## config.mk

```make
export PLATFORM = sky130hd
export DESIGN_NAME = universal_shift_burst
export DESIGN_NICKNAME = d
export VERILOG_FILES = /design/src/rtl/universal_shift_burst.sv
export SDC_FILE = /design/constraint.sdc
export NUM_CORES = 1
export LEC_CHECK = 0
export BUFFER_PORTS_ARGS = -buffer_cell sky130_fd_sc_hd__buf_2
export CORE_MARGIN = 2
export CORE_UTILIZATION = 52
export CTS_BUF_LIST = sky130_fd_sc_hd__clkbuf_4 sky130_fd_sc_hd__clkbuf_8 sky130_fd_sc_hd__clkbuf_16
export DETAILED_ROUTE_END_ITERATION = 8
export HOLD_SLACK_MARGIN = 0.15
export PLACE_DENSITY = 0.83
export SLEW_MARGIN = 20
export SYNTH_ARGS = -nofsm -noshare
export SYNTH_HDL_FRONTEND = slang
export SYNTH_SLANG_ARGS = --single-unit
```

## constraint.sdc

```tcl
create_clock -name clk -period 2.8 [get_ports clk]
set_clock_uncertainty 0.2 [all_clocks]
set_input_delay 0.14 -clock clk [delete_from_list [all_inputs] [get_ports clk]]
set_output_delay 0.14 -clock clk [all_outputs]
set_load 0.02 [all_outputs]
```

## src/rtl/universal_shift_burst.sv

```systemverilog
// universal_shift_burst
//   Parametrised universal shift register (hold / shift right / shift left /
//   parallel load) with a self-timed burst engine that performs N
//   back-to-back shifts in one direction on a single command.
//
// Ports:
//   clk          rising-edge clock
//   rst_n        synchronous active-low reset
//   en           enables mode operation while idle
//   mode         00 hold, 01 shift right, 10 shift left, 11 parallel load
//   sin_r        serial input entering at the MSB on right shifts
//   sin_l        serial input entering at the LSB on left shifts
//   pin          parallel load data
//   burst_start  request an N-shift burst (accepted only while idle)
//   burst_len    number of shifts N, sampled with burst_start
//   burst_dir    0 = right, 1 = left, sampled with burst_start
//   q            register contents
//   sout_r       q[0], serial out for right shifts
//   sout_l       q[WIDTH-1], serial out for left shifts
//   busy         burst in progress
//   done         one-cycle burst-complete pulse
//
// Handshake: burst_start is a single-cycle request that is honoured only
// when busy=0; a request seen while busy=1 is dropped, never queued.
// Completion is signalled by done=1 for exactly one cycle.
module universal_shift_burst #(
    parameter int WIDTH = 8,
    parameter int LEN_W = 4
) (
    input  logic             clk,
    input  logic             rst_n,
    input  logic             en,
    input  logic [1:0]       mode,
    input  logic             sin_r,
    input  logic             sin_l,
    input  logic [WIDTH-1:0] pin,
    input  logic             burst_start,
    input  logic [LEN_W-1:0] burst_len,
    input  logic             burst_dir,
    output logic [WIDTH-1:0] q,
    output logic             sout_r,
    output logic             sout_l,
    output logic             busy,
    output logic             done
);

    localparam logic [0:0] IDLE  = 1'b0;
    localparam logic [0:0] BURST = 1'b1;

    localparam logic [1:0] MODE_HOLD  = 2'b00;
    localparam logic [1:0] MODE_RIGHT = 2'b01;
    localparam logic [1:0] MODE_LEFT  = 2'b10;
    localparam logic [1:0] MODE_LOAD  = 2'b11;

    logic [0:0]       state;
    logic [LEN_W-1:0] cnt;
    logic             dir;

    logic [WIDTH-1:0] q_right;
    logic [WIDTH-1:0] q_left;

    assign q_right = {sin_r, q[WIDTH-1:1]};
    assign q_left  = {q[WIDTH-2:0], sin_l};

    assign sout_r = q[0];
    assign sout_l = q[WIDTH-1];
    assign busy   = (state == BURST);

    always_ff @(posedge clk) begin
        if (!rst_n) begin
            state <= IDLE;
            q     <= '0;
            cnt   <= '0;
            dir   <= 1'b0;
            done  <= 1'b0;
        end else begin
            // done is a pulse: cleared on every edge unless re-raised below.
            done <= 1'b0;
            case (state)
                IDLE: begin
                    if (burst_start) begin
                        // q is left untouched on the accepting edge.
                        if (burst_len == '0) begin
                            done <= 1'b1;
                        end else begin
                            cnt   <= burst_len;
                            dir   <= burst_dir;
                            state <= BURST;
                        end
                    end else if (en) begin
                        case (mode)
                            MODE_RIGHT: q <= q_right;
                            MODE_LEFT:  q <= q_left;
                            MODE_LOAD:  q <= pin;
                            MODE_HOLD:  q <= q;
                            default:    q <= q;
                        endcase
                    end
                end
                BURST: begin
                    q   <= dir ? q_left : q_right;
                    cnt <= cnt - 1'b1;
                    // cnt==1 means this edge performs the final shift.
                    if (cnt == {{(LEN_W-1){1'b0}}, 1'b1}) begin
                        state <= IDLE;
                        done  <= 1'b1;
                    end
                end
                default: state <= IDLE;
            endcase
        end
    end

endmodule

```

==> metrics.txt <==
status finished, violations left; failing checks negative setup slack; count of cell types in the netlist 28; FFs w/ async S/R, synth 0%; Setup CP Type input port to flop; Die ar. 2197 µm²; internal power 0.3920 mW; R2R Setup Slk 0.07 ns; CTS H-tree lvls 1; drt pass-1 iters 5; routed vias/inst 5.792; vias in the first global route 1079; Vias 1170; largest cells by area after synthesis dfxtp_1 31%, mux2i_1 15%, a21oi_1 12%, o21ai_0 4.7%, nand2_1 3.5%; Pleak 0.6199 nW; CP Data Arrival Time 2.77 ns; clock latency on the worst-skew pair 0.28 ns; count of final max-slew check failures 0; Seq/Total Area, Yosys 31.41%; Area Growth Syn to Fin 46.47%; hold_sp mode[1]; CP required 2.77 ns; core box area 1727 µm²; Hold/Removal Path Class input port to flop; Max Cap Viol 0; wire per inst 15.35 µm; Syn Std Cell Area 955.9 µm²; Reg-to-Reg End dir; Worst-path clk slew 0.10 ns; Power Dens Cells 432.9 nW/µm²; RSZ-0062 raised after global routing no; Num Clock Sinks 15; die width 46.88 µm; Final Critical Period 2.803 ns; Worst Tran Pin Value 0.7702 ns; Resized Gates After CTS 0; NetSw 0.2141 mW; drt total wl 3100 µm; initial drt markers 45; routability cong. 0.8351; VDD IR max 0.3442 mV; die height 46.88 µm; WHS Endpoint q[4]; Syn Area/Cell 7.772 µm²; deepest clock path buffer count 2; slack of the critical path -0.002975 ns; ratio of cells with drive above 1 in the final layout 22.03%; largest net degree at the start of global routing 23; top_reg_cell synth dfxtp_1; CTS tree built; EDFF count, synth 0; fin crit share 100.1%; post-route ant nets 0; Slew headroom 48.58%; Nets 201; Setup TNS -0.002975 ns; final setup fails 1; I/O Buffers 32; gate count after technology mapping 123; Crit. End Element flop; largest area contributor in the netlist dfxtp_1; # IOs 33; Gate power share 34.8%; Initial Utilization 55.36%; CP max FO 5; initial antenna violation count 0; DRC 0; clock share of power 20.1%; row count 15; Antenna Cells 0; Final Power 0.6061 mW; WHS Path Cells 3; net switching fraction of the power 35.33%; Synthesized Nets 146; remaining global-route overflow 0; Final Hold Vio Count 0; CP startpoint kind input port; HPWL Detailed 1761 µm; R2R depth 5; Root Buffer clkbuf_4; CTS Buf Count 3; Total GRT Usage 30.74%; register share of total power 45.0%; first-pass GRT wire length 4892 µm; synth warn 0; worst reg2reg path startpoint busy; flops & latches, synth 15; share of the synthesized area in the top cell type 31.41%; fmax 356.8 MHz
-- cell usage in the layout (no fill, tap or decap), drive strengths merged --
cell type / n
clkbuf: 3
nand2b: 2
or4: 1
a22oi: 1
inv: 6
or2: 1
xor2: 1
mux2i: 14
nand2: 9
o221a: 1
ha: 2
nand3: 2
o21ai: 15
a21oi: 23
nor2: 8
nand3b: 1
clkinv: 1
a222oi: 1
a31oi: 4
dfxtp: 15
nor2b: 3
a211oi: 1
dlygate4sd3: 27
o21bai: 1
nor3: 2
buf: 32
-- synth_stat cells (3+ instances only) --
cell type,number
a21oi_1,22
nor2b_1,3
o21ai_1,5
nand2_1,9
dfxtp_1,15
mux2i_1,14
o21ai_0,9
nor2_1,8
buf_2,3
inv_1,6
a31oi_1,4
clkbuf_1,4
-- final cells by class --
class | count | area, µm²
Timing Repair Buffer | 59 | 430.4
Inverter | 6 | 22.52
Fill cell | 109 | 326.6
Clock buffer | 3 | 22.52
Clock inverter | 1 | 5.005
Multi-Input combinational cell | 93 | 588.1
Sequential cell | 15 | 300.3
Tap cell | 25 | 31.28
-- sequential cells by signal (all words and copies together) (netlist names) --
name  cells
dir       1
done      1
q         8
busy      1
cnt       4
-- per-layer routing --
metal  vias up  track usage, %  wire, µm
li1        548               -         -
met1       546           38.64      1269
met2        68           53.15      1520
met3         8           6.923       254
met4         0           7.778        55
met5         -               0         0
-- power groups by stage --
stage	Clock [mW]	Sequential (mW)	Combinational (mW)
global placement	0	0.273	0.153
detailed placement	0	0.275	0.159
global route	0.134	0.276	0.228
floorplan	0	0.277	0.106
finish	0.122	0.273	0.211
CTS	0.124	0.271	0.200
-- critical path, cell delays in order --
cell and delay, ns:
dlygate4sd3_1 0.57, buf_2 0.15, or4_4 0.58, nand3_1 0.11, dlygate4sd3_1 0.57, a21oi_1 0.07, dlygate4sd3_1 0.59
-- stage by stage --
stage / std cells / utilization (%) / cell area, µm² / setup WS (ns) / hold WS (ns)
6_report: 202 / 81.09 / 1400 / -0.002975 / 0.1830
5_1_grt: 202 / 81.09 / 1400 / 0.003763 / 0.1568
4_1_cts: 202 / 81.09 / 1400 / 0.1453 / 0.1604
3_5_place_dp: 171 / 63.84 / 1102 / 1.135 / 0.1851
3_3_place_gp: 171 / 63.84 / 1102 / 1.228 / 0.1798
2_1_floorplan: 123 / - / 955.9 / 1.259 / 0.05379
-- what timing repair did --
| item | in CTS | in global routing |
|---|---|---|
| buffers inserted | 0 | 0 |
| hold buffers | 27 | 0 |
| endpoints found under the hold margin | 15 | 0 |
-- cell families after synthesis --
logic type / count (synthesis) / synth area share [%]
flip-flops: 15 / 31.41
AND/OR/NAND/NOR: 29 / 14.66
AO/OA/AOI/OAI: 47 / 28.67
multiplexers: 14 / 14.66
buffers and inverters: 15 / 7.067
adder cells (fa/ha/maj): 2 / 2.617
XOR/XNOR: 1 / 0.9164
-- worst max path at each step --
stage                  from     end
6_report       burst_len[2]     dir
2_1_floorplan          busy  cnt[1]
4_1_cts        burst_len[2]     dir
3_5_place_dp           busy    q[4]
5_1_grt        burst_len[2]     dir
3_3_place_gp           busy    q[1]
Power figures use the tool's default switching activity.
